===== src/rtl/ws2812b_frame_sequencer.sv =====
// ws2812b_frame_sequencer
// Streams a small GRB pixel buffer into the ws2812b core, one pixel per
// valid/ready handshake. A global brightness scale is applied, and latch is
// raised on the last pixel. The CPU register decode writes the buffer and
// issues a start; the sequencer then owns the handshake until the frame ends.

module ws2812b_frame_sequencer #(
    parameter int NUM_PIXELS = 8,
    parameter int ADDR_W     = 3
) (
    input  logic              clk,
    input  logic              reset,
    input  logic              wr_en,
    input  logic [ADDR_W-1:0] wr_addr,
    input  logic [23:0]       wr_data,
    input  logic [ADDR_W-1:0] rd_addr,
    output logic [23:0]       rd_data,
    input  logic [7:0]        brightness,
    input  logic [ADDR_W:0]   count,
    input  logic              start,
    output logic              busy,
    output logic              done,
    output logic [23:0]       px_data,
    output logic              px_valid,
    output logic              px_latch,
    input  logic              px_ready
);

    typedef enum logic [2:0] {
        ST_IDLE  = 3'd0,
        ST_FETCH = 3'd1,
        ST_PUSH  = 3'd2,
        ST_DRAIN = 3'd3,
        ST_DONE  = 3'd4
    } state_t;

    localparam logic [ADDR_W:0]   NUM_PX_C = (ADDR_W+1)'(NUM_PIXELS);
    localparam logic [ADDR_W-1:0] LAST_C   = ADDR_W'(NUM_PIXELS - 1);

    // Scale one 8-bit channel by (bri + 1) / 256, so 255 is identity and 0 blanks.
    function automatic logic [7:0] scale_ch(input logic [7:0] c, input logic [7:0] b);
        return 8'(({8'd0, c} * ({8'd0, b} + 16'd1)) >> 8);
    endfunction

    // Scale all three channels of a GRB pixel.
    function automatic logic [23:0] scale_px(input logic [23:0] p, input logic [7:0] b);
        return {scale_ch(p[23:16], b), scale_ch(p[15:8], b), scale_ch(p[7:0], b)};
    endfunction

    logic [23:0]       buf_r [NUM_PIXELS];
    state_t            state_r;
    state_t            next_state_s;
    logic [ADDR_W-1:0] idx_r;
    logic [ADDR_W-1:0] last_r;
    logic [ADDR_W-1:0] eff_last_s;
    logic [7:0]        bri_r;
    logic [23:0]       px_data_r;
    logic              px_latch_r;
    logic              px_valid_r;
    logic              busy_r;
    logic              done_r;

    assign rd_data  = buf_r[rd_addr];
    assign px_data  = px_data_r;
    assign px_latch = px_latch_r;
    assign px_valid = px_valid_r;
    assign busy     = busy_r;
    assign done     = done_r;

    // Pixel buffer: written from the register side in any state, never cleared.
    always_ff @(posedge clk) begin
        if (wr_en) begin
            buf_r[wr_addr] <= wr_data;
        end
    end

    // Index of the last pixel to send, clamping oversize counts to the buffer depth.
    always_comb begin
        eff_last_s = LAST_C;
        if (count >= NUM_PX_C) begin
            eff_last_s = LAST_C;
        end else begin
            eff_last_s = count[ADDR_W-1:0] - ADDR_W'(1);
        end
    end

    // Next-state logic for the frame FSM.
    always_comb begin
        next_state_s = state_r;
        case (state_r)
            ST_IDLE: begin
                if (start && (count != {(ADDR_W+1){1'b0}})) begin
                    next_state_s = ST_FETCH;
                end else begin
                    next_state_s = ST_IDLE;
                end
            end
            ST_FETCH: begin
                next_state_s = ST_PUSH;
            end
            ST_PUSH: begin
                if (px_ready) begin
                    next_state_s = ST_DRAIN;
                end else begin
                    next_state_s = ST_PUSH;
                end
            end
            ST_DRAIN: begin
                // Wait for ready to fall so a lingering ready cannot re-accept.
                if (px_ready) begin
                    next_state_s = ST_DRAIN;
                end else if (idx_r == last_r) begin
                    next_state_s = ST_DONE;
                end else begin
                    next_state_s = ST_FETCH;
                end
            end
            ST_DONE: begin
                next_state_s = ST_IDLE;
            end
            default: begin
                next_state_s = ST_IDLE;
            end
        endcase
    end

    // State, frame context, pixel output and registered status flags.
    always_ff @(posedge clk or posedge reset) begin
        if (reset) begin
            state_r    <= ST_IDLE;
            idx_r      <= {ADDR_W{1'b0}};
            last_r     <= {ADDR_W{1'b0}};
            bri_r      <= 8'd0;
            px_data_r  <= 24'd0;
            px_latch_r <= 1'b0;
            px_valid_r <= 1'b0;
            busy_r     <= 1'b0;
            done_r     <= 1'b0;
        end else begin
            state_r    <= next_state_s;
            px_valid_r <= (next_state_s == ST_PUSH);
            done_r     <= (next_state_s == ST_DONE);
            busy_r     <= (next_state_s == ST_FETCH) || (next_state_s == ST_PUSH) ||
                          (next_state_s == ST_DRAIN);
            case (state_r)
                ST_IDLE: begin
                    if (next_state_s == ST_FETCH) begin
                        idx_r  <= {ADDR_W{1'b0}};
                        last_r <= eff_last_s;
                        bri_r  <= brightness;
                    end
                end
                ST_FETCH: begin
                    // Reads the pre-write value if the same index is written now.
                    px_data_r  <= scale_px(buf_r[idx_r], bri_r);
                    px_latch_r <= (idx_r == last_r);
                end
                ST_DRAIN: begin
                    if (next_state_s == ST_FETCH) begin
                        idx_r <= idx_r + ADDR_W'(1);
                    end
                end
                default: begin
                end
            endcase
        end
    end

endmodule


===== config.mk =====
export PLATFORM = sky130hd
export DESIGN_NAME = ws2812b_frame_sequencer
export DESIGN_NICKNAME = d
export VERILOG_FILES = /design/src/rtl/ws2812b_frame_sequencer.sv
export SDC_FILE = /design/constraint.sdc
export NUM_CORES = 1
export LEC_CHECK = 0
export ABC_CLOCK_PERIOD_IN_PS = 6200
export BUFFER_PORTS_ARGS = -buffer_cell sky130_fd_sc_hd__clkbuf_2
export CAP_MARGIN = 20
export CORE_UTILIZATION = 56
export DETAILED_ROUTE_END_ITERATION = 8
export PLACE_DENSITY = 0.88
export REMOVE_ABC_BUFFERS = 1
export SLEW_MARGIN = 20
export SYNTH_ARGS = -nofsm -noshare
export SYNTH_HDL_FRONTEND = slang
export SYNTH_SLANG_ARGS = --single-unit

===== constraint.sdc =====
create_clock -name clk -period 6.2 [get_ports clk]
set_input_delay 0.62 -clock clk [delete_from_list [all_inputs] [get_ports clk]]
set_output_delay 0.62 -clock clk [all_outputs]
set_load 0.005 [all_outputs]

Yosys cells after proc, flatten, opt, wreduce, memory -nomap -nowiden:

Memory sizes are Yosys's and may differ from the RTL's.
Index checks and enable logic that the tools add are counted.
W data, S select, Z words.

* add/sub/neg operators: 3
* multiply operators: 3
* magnitude comparators: 1
* equality and inequality tests: 10
* muxes and demuxes: 11
* reductions and logical operators: 8

Operator list (number)
* $mul A8 B16 Y16: 2
* $mul A8 B9 Y16: 1
* $mux W3: 5
* $eq A3 B2 Y1 const B: 4
* $pmux W3 S4: 1
* $add A8 B1 Y9 const B: 1
* $eq A3 B1 Y1 const B: 2
* $pmux W3 S2: 1
* $ge A4 B4 Y1 const B: 1
* $mux W1: 4
* $ne A2 B2 Y1 const B: 2
* $reduce_bool A4 Y1: 1
* $add A3 B1 Y3 const B: 1
* $eq A3 B3 Y1: 1
* $eq A3 B3 Y1 const B: 1
* $logic_not A3 Y1: 1
* $reduce_and A3 Y1: 1
* $sub A3 B1 Y3 const B: 1
* $logic_or A1 B1 Y1: 2
* $reduce_and A2 Y1: 1
* $reduce_bool A2 Y1: 1
* $logic_and A1 B1 Y1: 1

* register bits after elaboration: 45
* bits in writable memories: 192
* bits of input ports: 47
* output and inout bits: 52
* memories: 1

Memories
* buf_r: depth 8, bits a word 24, read ports 2, clocked after memory_dff 0, wr ports 1, RTL line 50 `logic [23:0] buf_r [NUM_PIXELS];`

Logic depth before layout (Yosys ltp):

* word-level depth: 7
* mapped depth: 23
* gate-level depth less buffers: 19

Worst setup path before layout:

OpenSTA, ideal clock, no wires.

* kind: reg2reg
* start: register idx_r[0]
* end: register px_data_r[7], in the netlist px_data[7]
* setup time: 129 ps
* data arrival time: 5911 ps
* required time: 6071 ps
* setup slack: 160 ps
* cell stages (with the launch flop): 21
* buffers on the path: 3
* period minus slack after synthesis: 6040 ps
* path through: dfrtp_1 buf_4 buf_4 buf_2 mux4_2 mux2i_1 nor2_1 fa_1 fa_1 inv_1 fa_1 inv_1 fa_1 ha_1 nand2_1 or4_1 o31a_1 nor3b_1 and3_1 or4b_1 nand3_1

* word-level cells in the longest chain between the ends: 2

RTL lines
* from (decl): RTL line 53 `logic [ADDR_W-1:0] idx_r;`
* from (signal assigned): RTL line 131 `idx_r <= {ADDR_W{1'b0}};`
* from (signal assigned): RTL line 148 `idx_r <= {ADDR_W{1'b0}};`
* from (signal assigned): RTL line 160 `idx_r <= idx_r + ADDR_W'(1);`
* $mem_v2 Z8 W24
* $mul A8 B9 Y16: RTL line 42 `return 8'(({8'd0, c} * ({8'd0, b} + 16'd1)) >> 8);`
* to (signal assigned): RTL line 155 `px_data_r <= scale_px(buf_r[idx_r], bri_r);`
* to (decl): RTL line 57 `logic [23:0] px_data_r;`

No other way between the ends.
A chain may end at the register's enable or synchronous reset.

Worst setup path after layout:

* start: register idx_r[0]
* end: register px_data_r[15], in the netlist px_data[15]

* word-level cells in the longest chain between the ends: 2

RTL lines (RTL line)
* $mem_v2 Z8 W24
* $mul A8 B16 Y16: 42

No other way between the ends.

==> results.md <==
- Status: finished, final reports clean
- Starting DRT DRC Count: 1,031
- Avg WL per Cell: about 21 µm
- DRT Pass-1 Iters: 5
- Critical path's most frequent cell: fa_1
- Die area: 30,300 µm²
- # hold bufs at CTS: 0
- Post-synth EDFFs: 192
- Syn. warnings: 0
- Worst-Margin Slew: 971 ps
- Nets: 1,663
- Unrepaired setup endpoints after global routing: yes
- Worst EP required: 6630 ps
- Final period util: 0.953
- Ant. Diodes: 0
- CP Class: reg -> reg
- Grt ovf: 0
- Sequential area share after synthesis: 0.416
- Post-synthesis cell type count: 56
- CTS Sinks: roughly 240
- Final ANT Viol Nets: 0
- Largest net degree at the start of global routing: between 50 and 60
- Slew margin rel.: 0.351
- Mapped Area: 16,600 µm²
- DRC viols: 0
- Vias in the first global route: approximately 12,000
- Core Area: a little under 30,000 µm²
- Htree depth: 1
- CP max FO: 8
- Layout cells sized above 1: 0.256
- Clock Skew: about 20 ps
- # rows: 62
- Crit path DAT: ~6300 ps
- Synth Register Bits: ~240
- Tmin final: 5910 ps
- Clk buf depth: 3
- Startpoint Class: flip-flop
- First-pass GRT wire length: between 60 and 70 mm
- Hold Violations, Final: 0
- Max Cap Viol: 0
- Critical path, cell by cell: mux4_2 > mux2i_1 > nor2_1 > fa_1 > fa_1 > inv_1 > fa_1 > fa_1 > inv_1 > ha_1 > inv_1 > nor4_2 > a21oi_1 > a2111oi_1 > buf_4 > o21ai_0 > and3_1 > o31ai_1
- Async SR Flop Fraction: 0.190
- Slew Viols, Final: 0
- Peak Freq: between 150 and 200 MHz
- Routed WL: approximately 38 mm
- Fillers: around 2,000
- Vias: ~11,000
- Clk_lat worst skew: roughly 540 ps
- Crit end category: flip-flop
- Layout Cells excl Fill: roughly 1,800
- Final setup viols: 0
- Placed instance count: approximately 1,800
- Total GRT Usage: 0.258
- Ys flop type: edfxtp_1
- Initial Util: 0.573
- Post-cts sizing count: 0
- Syn avg cell area: between 10 and 15 µm²
- Synth Instances: 1,274
- CP max stage cell: dfrtp_4
- Placer Congestion: roughly 0.90
- DIE HEIGHT: around 170 µm
- Layout area overhead: 12.3%
- Chip Width: 174 µm
- Initial antenna violation count: 0
- Setup TNS: 0 ps
- Reg2Reg Depth: 18
- CTS clk-pin slew, worst paths: approximately 60 ps
- Io pins: 99
- CTS tree: built
- Crit-path max cell delay: 530 ps
- Detail Placement HPWL: ~26 mm
- CTS Buf Count: 26
- Number of port buffers: 98
- Hold Path Class: in -> async
- Post-CTS setup buffers: 0
- Clock root buffer: clkbuf_16
- Via density: around 5.9
==> logic make-up after synthesis <==
logic type,share of synthesized area
buf+inv,0.0484
mux,0.170
simple gates,0.0877
fa+ha+maj,0.220
xor+xnor,0.0217
flops,0.416
compound gates,0.0365
==> per-stage QoR <==
| step | worst slack, ps | area, µm² | hold WS (ps) | utilization |
|---|---|---|---|---|
| 2_1_floorplan | -884 | 16300 | 467 | - |
| 3_3_place_gp | 412 | 17800 | 463 | 0.615 |
| 3_5_place_dp | 217 | 17800 | 470 | 0.615 |
| 4_1_cts | 225 | 18600 | 271 | 0.643 |
| 5_1_grt | -15.1 | 18600 | 271 | 0.643 |
| 6_report | 290 | 18600 | 210 | 0.643 |
==> cells in the mapped netlist (8+ instances only) <==
master    instances  area (µm²)
nor2b_1          22         138
fa_1            120        2400
mux4_2           96        2160
xor2_1           11        96.3
clkbuf_1         34         128
nand3_1          10        50.1
xnor2_1          30         263
dfrtp_1          45        1130
or2_2            25         156
mux2_2           32         360
nand2_1          46         173
ha_1             99        1240
a21o_1           11        82.6
a21oi_1          16        80.1
inv_1           152         571
o21ai_0          29         145
edfxtp_1        192        5770
buf_2             8        40.0
nor2_1          190         713
mux2i_1          18         180
==> cell usage in the layout (no fill, tap or decap), types with 4 or more instances in the layout <==
cell type	count
mux2_2	32
a31oi_1	5
and3_1	5
clkinv_1	10
a21oi_1	16
nor2_1	184
nor2b_1	22
a211oi_1	4
o21bai_1	7
xor2_1	11
edfxtp_1	192
mux4_2	96
ha_1	99
a21o_1	11
nor2_4	6
inv_1	151
mux2i_4	5
nand2_1	46
nand2b_1	7
dfrtp_1	43
o21ai_0	29
fa_1	120
buf_4	49
or2_2	25
o31ai_1	4
clkbuf_2	97
clkbuf_16	27
xnor2_1	27
clkinv_2	5
nand3_1	10
mux2i_1	18
==> flip-flops by register name, indices dropped and copies added (netlist names), 3 cells and up <==
register  cells
state_r       3
buf_r       192
last_r        3
bri_r         8
px_data      24
idx_r         3
==> path summary, 6_finish.rpt <==
| check | end | start | slack, ps |
|---|---|---|---|
| max | px_data[15]$_DFFE_PP0P_ | idx_r[0]$_DFFE_PP0P_ | 290 |
| min | px_data[20]$_DFFE_PP0P_ | reset | 210 |
| max reg2reg | px_data[15]$_DFFE_PP0P_ | idx_r[0]$_DFFE_PP0P_ | 290 |
| min reg2reg | px_data[4]$_DFFE_PP0P_ | px_data[4]$_DFFE_PP0P_ | 480 |
| max in group asynchronous | idx_r[0]$_DFFE_PP0P_ | reset | 5390 |
| min in group clk | last_r[0]$_DFFE_PP0P_ | count[0] | 290 |
==> layer usage <==
layer | up-vias | global-route usage | share of wire
li1 | 4719 | - | -
met1 | 5373 | 0.324 | 0.38
met2 | 488 | 0.441 | 0.50
met3 | 121 | 0.0381 | 0.075
met4 | 0 | 0.124 | 0.047
met5 | - | 0 | 0
==> layout make-up <==
class                      count  area (µm²)  area share
sequential                   237        6900       0.370
clock inverter                19         121     0.00652
multi-input combinational    831        8970       0.482
clock buffer                  28         679      0.0365
tap                          384         480      0.0258
inverter                     152         572      0.0307
timing repair buffer         149         896      0.0481
==> worst max-delay path, delay by kind of cell, from the launching register on <==
| kind | cells | cell delay (ps) |
|---|---|---|
| adder cells (fa/ha/maj) | 5 | 2280 |
| AO/OA/AOI/OAI | 4 | 970 |
| multiplexers | 2 | 930 |
| AND/OR/NAND/NOR | 3 | 700 |
| flip-flops | 1 | 530 |
| buffers and inverters | 4 | 380 |
Power is not shown: default switching activity piles up to over one toggle a cycle in this logic, so the estimate is an artifact.
